[src/rtl/demapper_ser_counter_if.sv]
// Symbol-rate bus between the rx decision path and the demapper / SER counter.
// The master drives the symbol stream; the slave returns sliced bits, alignment and error counts.
interface demapper_ser_counter_if #(
    parameter int CNT_W = 20
);
    logic                sym_clk_en;
    logic                clear_accum;
    logic signed [17:0]  dec_var;
    logic signed [17:0]  ref_level;
    logic [1:0]          tx_bits;
    logic [1:0]          rx_bits;
    logic [4:0]          delay_sel;
    logic                locked;
    logic [CNT_W-1:0]    sym_err_cnt;
    logic [CNT_W-1:0]    bit_err_cnt;
    logic                window_done;

    modport master (
        output sym_clk_en, clear_accum, dec_var, ref_level, tx_bits,
        input  rx_bits, delay_sel, locked, sym_err_cnt, bit_err_cnt, window_done
    );

    modport slave (
        input  sym_clk_en, clear_accum, dec_var, ref_level, tx_bits,
        output rx_bits, delay_sel, locked, sym_err_cnt, bit_err_cnt, window_done
    );
endinterface

[src/rtl/demapper_ser_counter.sv]
// Gray 4-level demapper with auto-aligned symbol/bit error counting over fixed windows.
// Build option ERR_CNT_SAT_EN: error accumulators saturate instead of wrapping.
module demapper_ser_counter #(
    parameter int DELAY_MAX = 31,
    parameter int ALIGN_WIN = 64,
    parameter int WIN_LOG2  = 16,
    parameter int LOSS_THR  = 8,
    parameter int CNT_W     = 20
) (
    input  logic                  clk_i,
    input  logic                  reset_i,
    demapper_ser_counter_if.slave bus
);
    localparam int                 TRIAL_W    = $clog2(ALIGN_WIN + 1);
    localparam logic [TRIAL_W-1:0] TRIAL_LAST = TRIAL_W'(ALIGN_WIN - 1);
    localparam logic [4:0]         DMAX       = 5'(DELAY_MAX);
    localparam logic [CNT_W-1:0]   LOSS_LIM   = CNT_W'(LOSS_THR);

    typedef enum logic {SEARCH = 1'b0, MEASURE = 1'b1} state_e;

    state_e              state_q, state_d;
    logic [1:0]          hist_q [DELAY_MAX+1];
    logic [1:0]          rx_bits_q;
    logic [4:0]          delay_q, delay_d;
    logic [TRIAL_W-1:0]  trial_q, trial_d;
    logic                trial_err_q, trial_err_d;
    logic [WIN_LOG2-1:0] win_q, win_d;
    logic [CNT_W-1:0]    sym_acc_q, sym_acc_d, bit_acc_q, bit_acc_d;
    logic [CNT_W-1:0]    sym_out_q, sym_out_d, bit_out_q, bit_out_d;
    logic                window_done_q, window_done_d;
    logic                locked_w;

    logic [1:0]          slice_w, err_xor;
    logic                sym_err, trial_last, trial_err_now, win_last;
    logic [1:0]          bit_err;
    logic [CNT_W-1:0]    sym_latch, bit_latch;

    function automatic logic [1:0] slice(input logic signed [17:0] dec,
                                         input logic signed [17:0] lvl);
        logic signed [18:0] d19;
        logic signed [18:0] t19;
        d19 = {dec[17], dec};
        t19 = {lvl, 1'b0};
        if (d19 >= t19)          slice = 2'b10;
        else if (d19 >= 19'sd0)  slice = 2'b11;
        else if (d19 >= -t19)    slice = 2'b01;
        else                     slice = 2'b00;
    endfunction

    function automatic logic [CNT_W-1:0] acc_add(input logic [CNT_W-1:0] acc,
                                                 input logic [1:0]       inc);
        logic [CNT_W:0] sum;
        sum = {1'b0, acc} + {{(CNT_W-1){1'b0}}, inc};
`ifdef ERR_CNT_SAT_EN
        acc_add = sum[CNT_W] ? '1 : sum[CNT_W-1:0];
`else
        acc_add = sum[CNT_W-1:0];
`endif
    endfunction

    // Compare against the pre-shift history entry chosen by the current delay.
    assign slice_w       = slice(bus.dec_var, bus.ref_level);
    assign err_xor       = slice_w ^ hist_q[delay_q];
    assign sym_err       = |err_xor;
    assign bit_err       = {1'b0, err_xor[1]} + {1'b0, err_xor[0]};
    assign trial_last    = (trial_q == TRIAL_LAST);
    assign trial_err_now = trial_err_q | sym_err;
    assign win_last      = &win_q;
    assign sym_latch     = acc_add(sym_acc_q, {1'b0, sym_err});
    assign bit_latch     = acc_add(bit_acc_q, bit_err);

    always_ff @(posedge clk_i) begin
        if (reset_i) begin
            state_q <= SEARCH;
        end else begin
            state_q <= state_d;
        end
    end

    always_comb begin
        state_d = state_q;
        if (bus.sym_clk_en && !bus.clear_accum) begin
            case (state_q)
                SEARCH:  if (trial_last && !trial_err_now) state_d = MEASURE;
                MEASURE: if (win_last && (sym_latch > LOSS_LIM)) state_d = SEARCH;
                default: state_d = SEARCH;
            endcase
        end
    end

    always_comb begin
        locked_w = (state_q == MEASURE);
    end

    always_comb begin
        delay_d       = delay_q;
        trial_d       = trial_q;
        trial_err_d   = trial_err_q;
        win_d         = win_q;
        sym_acc_d     = sym_acc_q;
        bit_acc_d     = bit_acc_q;
        sym_out_d     = sym_out_q;
        bit_out_d     = bit_out_q;
        window_done_d = 1'b0;
        if (bus.clear_accum) begin
            trial_d     = '0;
            trial_err_d = 1'b0;
            win_d       = '0;
            sym_acc_d   = '0;
            bit_acc_d   = '0;
        end else if (bus.sym_clk_en) begin
            if (state_q == SEARCH) begin
                if (trial_last) begin
                    trial_d     = '0;
                    trial_err_d = 1'b0;
                    if (trial_err_now) begin
                        delay_d = (delay_q == DMAX) ? 5'd0 : delay_q + 5'd1;
                    end else begin
                        win_d     = '0;
                        sym_acc_d = '0;
                        bit_acc_d = '0;
                    end
                end else begin
                    trial_d     = trial_q + 1'b1;
                    trial_err_d = trial_err_now;
                end
            end else begin
                win_d = win_q + 1'b1;
                if (win_last) begin
                    sym_out_d     = sym_latch;
                    bit_out_d     = bit_latch;
                    window_done_d = 1'b1;
                    sym_acc_d     = '0;
                    bit_acc_d     = '0;
                end else begin
                    sym_acc_d = sym_latch;
                    bit_acc_d = bit_latch;
                end
            end
        end
    end

    always_ff @(posedge clk_i) begin
        if (reset_i) begin
            rx_bits_q     <= '0;
            delay_q       <= '0;
            trial_q       <= '0;
            trial_err_q   <= 1'b0;
            win_q         <= '0;
            sym_acc_q     <= '0;
            bit_acc_q     <= '0;
            sym_out_q     <= '0;
            bit_out_q     <= '0;
            window_done_q <= 1'b0;
            for (int k = 0; k <= DELAY_MAX; k++) hist_q[k] <= '0;
        end else begin
            delay_q       <= delay_d;
            trial_q       <= trial_d;
            trial_err_q   <= trial_err_d;
            win_q         <= win_d;
            sym_acc_q     <= sym_acc_d;
            bit_acc_q     <= bit_acc_d;
            sym_out_q     <= sym_out_d;
            bit_out_q     <= bit_out_d;
            window_done_q <= window_done_d;
            if (bus.sym_clk_en) begin
                rx_bits_q <= slice_w;
                hist_q[0] <= bus.tx_bits;
                for (int k = 1; k <= DELAY_MAX; k++) hist_q[k] <= hist_q[k-1];
            end
        end
    end

    assign bus.rx_bits     = rx_bits_q;
    assign bus.delay_sel   = delay_q;
    assign bus.locked      = locked_w;
    assign bus.sym_err_cnt = sym_out_q;
    assign bus.bit_err_cnt = bit_out_q;
    assign bus.window_done = window_done_q;
endmodule
[src/flat_wrapper.sv]
// flat-port wrapper written by rule: the top's interface ports become plain ports
module demapper_ser_counter_flat 
#(
    parameter int DELAY_MAX = 31,
    parameter int ALIGN_WIN = 64,
    parameter int WIN_LOG2  = 16,
    parameter int LOSS_THR  = 8,
    parameter int CNT_W     = 20
)
  (clk_i, reset_i, bus_sym_clk_en, bus_clear_accum, bus_dec_var, bus_ref_level, bus_tx_bits, bus_rx_bits, bus_delay_sel, bus_locked, bus_sym_err_cnt, bus_bit_err_cnt, bus_window_done);
  demapper_ser_counter_if #(.CNT_W(CNT_W)) bus_i ();
  input  logic clk_i;
  input  logic reset_i;
  input wire logic [$bits(bus_i.sym_clk_en)-1:0] bus_sym_clk_en;
  input wire logic [$bits(bus_i.clear_accum)-1:0] bus_clear_accum;
  input wire logic [$bits(bus_i.dec_var)-1:0] bus_dec_var;
  input wire logic [$bits(bus_i.ref_level)-1:0] bus_ref_level;
  input wire logic [$bits(bus_i.tx_bits)-1:0] bus_tx_bits;
  output wire logic [$bits(bus_i.rx_bits)-1:0] bus_rx_bits;
  output wire logic [$bits(bus_i.delay_sel)-1:0] bus_delay_sel;
  output wire logic [$bits(bus_i.locked)-1:0] bus_locked;
  output wire logic [$bits(bus_i.sym_err_cnt)-1:0] bus_sym_err_cnt;
  output wire logic [$bits(bus_i.bit_err_cnt)-1:0] bus_bit_err_cnt;
  output wire logic [$bits(bus_i.window_done)-1:0] bus_window_done;
  assign bus_i.sym_clk_en = bus_sym_clk_en;
  assign bus_i.clear_accum = bus_clear_accum;
  assign bus_i.dec_var = bus_dec_var;
  assign bus_i.ref_level = bus_ref_level;
  assign bus_i.tx_bits = bus_tx_bits;
  assign bus_rx_bits = bus_i.rx_bits;
  assign bus_delay_sel = bus_i.delay_sel;
  assign bus_locked = bus_i.locked;
  assign bus_sym_err_cnt = bus_i.sym_err_cnt;
  assign bus_bit_err_cnt = bus_i.bit_err_cnt;
  assign bus_window_done = bus_i.window_done;
  demapper_ser_counter #(.DELAY_MAX(DELAY_MAX), .ALIGN_WIN(ALIGN_WIN), .WIN_LOG2(WIN_LOG2), .LOSS_THR(LOSS_THR), .CNT_W(CNT_W)) u_core (.clk_i(clk_i), .reset_i(reset_i), .bus(bus_i));
endmodule
[config.mk]
export PLATFORM = sky130hd
export DESIGN_NAME = demapper_ser_counter_flat
export DESIGN_NICKNAME = d
export VERILOG_FILES = /design/src/rtl/demapper_ser_counter_if.sv /design/src/rtl/demapper_ser_counter.sv /design/src/flat_wrapper.sv
export SDC_FILE = /design/constraint.sdc
export NUM_CORES = 1
export LEC_CHECK = 0
export BUFFER_PORTS_ARGS = -buffer_cell sky130_fd_sc_hd__buf_2
export CORE_UTILIZATION = 45
export CTS_CLUSTER_DIAMETER = 200
export CTS_CLUSTER_SIZE = 12
export DETAILED_ROUTE_END_ITERATION = 16
export GPL_TIMING_DRIVEN = 0
export MAX_ROUTING_LAYER = met4
export PLACE_DENSITY = 0.64
export SETUP_SLACK_MARGIN = 0.02
export SLEW_MARGIN = 0
export SYNTH_ARGS = -nofsm -noshare
export SYNTH_HDL_FRONTEND = slang
export SYNTH_SLANG_ARGS = --single-unit
[constraint.sdc]
create_clock -name clk_i -period 5.5 [get_ports clk_i]
set_input_delay 0.55 -clock clk_i [delete_from_list [all_inputs] [get_ports clk_i]]
set_output_delay 0.55 -clock clk_i [all_outputs]
set_load 0.1 [all_outputs]
==> summary.txt <==
STA
  – Final min period: 5.29 ns
  – Worst-Margin Slew: 0.949 ns
  – Hold Vio Cnt, Final: 0
  – Final period util: 0.961
  – Post-Route Skew: 0.0123 ns
  – Hold slack: 0.401 ns
  – Max transition margin: 0.363
  – # setup viols final: 0
  – Count of pins over their slew limit: 0
  – Fmax: 0.189 GHz

Clock tree
  – Max clock buf depth: 2
  – Hold buffer count at cts: 0
  – CTS Buf Count: 17
  – Clock slew at reported path FFs: 0.07 ns
  – # clock sinks: 182
  – Htree depth: 4
  – Clk_lat worst skew: 0.43 ns
  – Clk root buf: clkbuf_16
  – TritonCTS clock tree: done

Power
  – Pwr dens: 253 nW/um^2
  – VDD IR max: 0.206 mV
  – Sw Share: 0.238
  – Static Leak: 4.30 nW
  – Power Internal: 2.23 mW
  – Combinational share of power: 0.089
  – Psw: 696 uW
  – Clk network pwr share: 0.415
  – Reg power frac: 0.496

Drt
  – Total Wirelength: 24200 um
  – DR vias: 7967
  – DR vias/cell: 5.64
  – Routed WL per cell: 17.2 um
  – Residual DRC count: 0
  – Final antenna-violating net count: 0
  – TritonRoute pass-1 iters: 5
  – First DRT Iteration DRCs: 471

Global routing
  – Largest net degree at the start of global routing: 44
  – Grt ovf: 0
  – Total GRT Usage: 0.230
  – Global-route wire length before repair: 38900 um
  – Initial antenna violation count: 0
  – Number of global-route vias before repair: 7559

Synthesis
  – Post-Syn Instances: 1000
  – Warnings from Yosys: 0
  – Post-synth EDFFs: 64
  – Syn_area_per_cell: 9.70 um^2
  – Yosys reg bits: 182
  – Sequential share of the synthesized area: 0.442
  – Cell area after synthesis: 9700 um^2
  – Main flop type after synthesis: dfxtp_1
  – Distinct cell type count after synthesis: 75
  – Post-synthesis net count: 1087
  – Ys async rst share: 0

Layout
  – Synthesis-to-finish area growth: 19.3%
  – Fin area: 11600 um^2
  – Antenna fix cells: 0
  – Layout cells sized above 1: 0.202
  – # fillers: 1927
  – Most frequent cells in the layout: 118 x dfxtp_1, 91 x buf_2, 81 x nor2_1
  – Storage element area: 4280 um^2
  – Most common cell after layout, fill and taps aside: dfxtp_1
  – Multi-input logic area: 5370 um^2
  – Post-layout nets: 1212

Place
  – Dpl hpwl: 17300 um
  – GP Congestion: 0.892
  – DP Area: 10500 um^2
  – IO buf count: 88

Floorplanning
  – Die height: 149 um
  – # rows: 53
  – Starting Density: 0.460
  – IO Count: 91
  – Core Area: 21100 um^2
  – DIE WIDTH: 149 um
  – Die area: 22100 um^2

Worst hold path
  – Tightest Hold Check Type: input pin to flip-flop

Critical path
  – Most used cell, CP: and3_4
  – Crit path capture type: flip-flop
  – Arrival time of the worst setup path: 5.64 ns
  – Critical path class: input pin to flip-flop
  – WP data required: 5.86 ns
  – Slowest stage cell, crit path: o41ai_4
  – Startpoint types: input pin
  – Crit Path Max Fanout: 5
  – Largest stage delay on the critical path: 0.46 ns

Outcome
  – Outcome: finished clean

Flow run
  – Number of max-cap violations: 0
==> kinds of logic (layout without fill, tap and decap cells) <==
group,count (synthesis),in the layout,synth area share
compound gates,182,182,0.135
xor+xnor,53,53,0.0479
fa+ha+maj,45,45,0.0588
buf+inv,93,231,0.0387
flops,182,182,0.442
mux,34,34,0.0530
simple gates,411,411,0.225
==> synth_stat cells (3+ instances only) <==
cell type | number | area, um^2
mux4_2 | 12 | 270
o311ai_0 | 6 | 52.6
a32o_1 | 3 | 30.0
and4_1 | 4 | 35.0
o21ai_0 | 15 | 75.1
o31a_1 | 3 | 26.3
nand2_1 | 47 | 176
xnor2_1 | 31 | 272
a21oi_1 | 32 | 160
xor2_1 | 22 | 193
nor2_1 | 89 | 334
a22o_1 | 6 | 52.6
nand3b_1 | 6 | 45.0
a211oi_1 | 36 | 270
nor3_1 | 17 | 85.1
a311oi_1 | 4 | 35.0
or3_1 | 6 | 37.5
buf_2 | 6 | 30.0
edfxtp_1 | 64 | 1920
a31oi_1 | 28 | 175
nand3_1 | 79 | 395
clkbuf_1 | 46 | 173
mux2_2 | 5 | 56.3
nor4_1 | 9 | 56.3
nor3b_1 | 3 | 22.5
mux2i_1 | 14 | 140
a31o_1 | 5 | 43.8
nand4_1 | 27 | 169
and2_1 | 44 | 275
o2bb2ai_1 | 12 | 105
inv_1 | 33 | 124
or2_2 | 7 | 43.8
nor2b_1 | 36 | 225
buf_1 | 5 | 18.8
ha_1 | 44 | 551
nand2b_1 | 7 | 43.8
and3_1 | 17 | 106
dfxtp_1 | 118 | 2360
o21a_1 | 3 | 22.5
a21o_1 | 6 | 45.0
==> area by class of cell <==
type / instances / area share
Multi-Input combinational cell: 725 / 0.464
Sequential cell: 182 / 0.370
Timing Repair Buffer: 109 / 0.0547
Clock buffer: 22 / 0.0401
Tap cell: 275 / 0.0297
Buffer: 57 / 0.0208
Inverter: 33 / 0.0109
Clock inverter: 10 / 0.00898
==> what timing repair did <==
item / 4_1_cts / 5_1_grt
endpoints found under the setup margin: 19 / 15
pin swaps: 6 / 28
setup buffers: 3 / 17
resized for setup: 18 / 62
==> worst max-delay path, delay by kind of cell <==
| family | cells | cell delay, ns |
|---|---|---|
| AO/OA/AOI/OAI | 4 | 1.01 |
| XOR/XNOR | 2 | 0.26 |
| adder cells (fa/ha/maj) | 3 | 0.91 |
| buffers and inverters | 4 | 0.35 |
| AND/OR/NAND/NOR | 14 | 2.56 |
==> final timing paths <==
check / start / cells past startpoint / to / slack, ns
worst max-delay path: bus_ref_level[2] / 27 / u_core.bit_acc_q[16] / 0.21
worst min-delay path: bus_tx_bits[1] / 2 / u_core.hist_q[0][1] / 0.40
worst max register to register: flip-flop / 17 / u_core.bus.locked / 1.11
worst min register to register: u_core.trial_q[6] / 1 / u_core.trial_q[6] / 0.45
==> per-stage QoR <==
stage / TNS (ns) / power (mW) / utilization / cells / worst slack (ns)
after floorplan: 0 / 1.63 / - / 1000 / 0.0567
after global placement: -15.36 / 1.71 / 0.498 / 1363 / -0.998
after detailed placement: -18.59 / 1.72 / 0.498 / 1364 / -1.05
after CTS: 0 / 2.92 / 0.530 / 1398 / 0.0228
after global routing: -0.0380 / 3.02 / 0.548 / 1413 / -0.0284
final: 0 / 2.92 / 0.548 / 1413 / 0.214
==> per-layer routing <==
metal / up-vias / global-route usage / share of wire
met5: - / - / 0
met4: 0 / 0.0628 / 0.017
met3: 27 / 0.0428 / 0.043
met2: 176 / 0.367 / 0.47
met1: 3833 / 0.300 / 0.47
li1: 3931 / - / -
==> flip-flops by register name, summed over array words and instances, names as in the netlist, named ones only <==
| signal | flops |
|---|---|
| u_core.trial_q | 7 |
| u_core.bus.sym_err_cnt | 20 |
| u_core.trial_err_q | 1 |
| u_core.bus.bit_err_cnt | 20 |
| u_core.bus.delay_sel | 5 |
| u_core.bus.locked | 1 |
| u_core.win_q | 16 |
| u_core.bit_acc_q | 20 |
| u_core.bus.window_done | 1 |
| u_core.bus.rx_bits | 2 |
| u_core.hist_q | 64 |
| u_core.sym_acc_q | 20 |
==> power by group through the flow <==
stage	combinational [mW]	sequential [mW]	clock, mW
6_report	0.261	1.45	1.21
5_1_grt	0.288	1.45	1.28
4_1_cts	0.241	1.45	1.22
3_5_place_dp	0.238	1.48	0
3_3_place_gp	0.232	1.48	0
2_1_floorplan	0.154	1.48	0
Note: power is estimated with default switching activity, not from simulation.
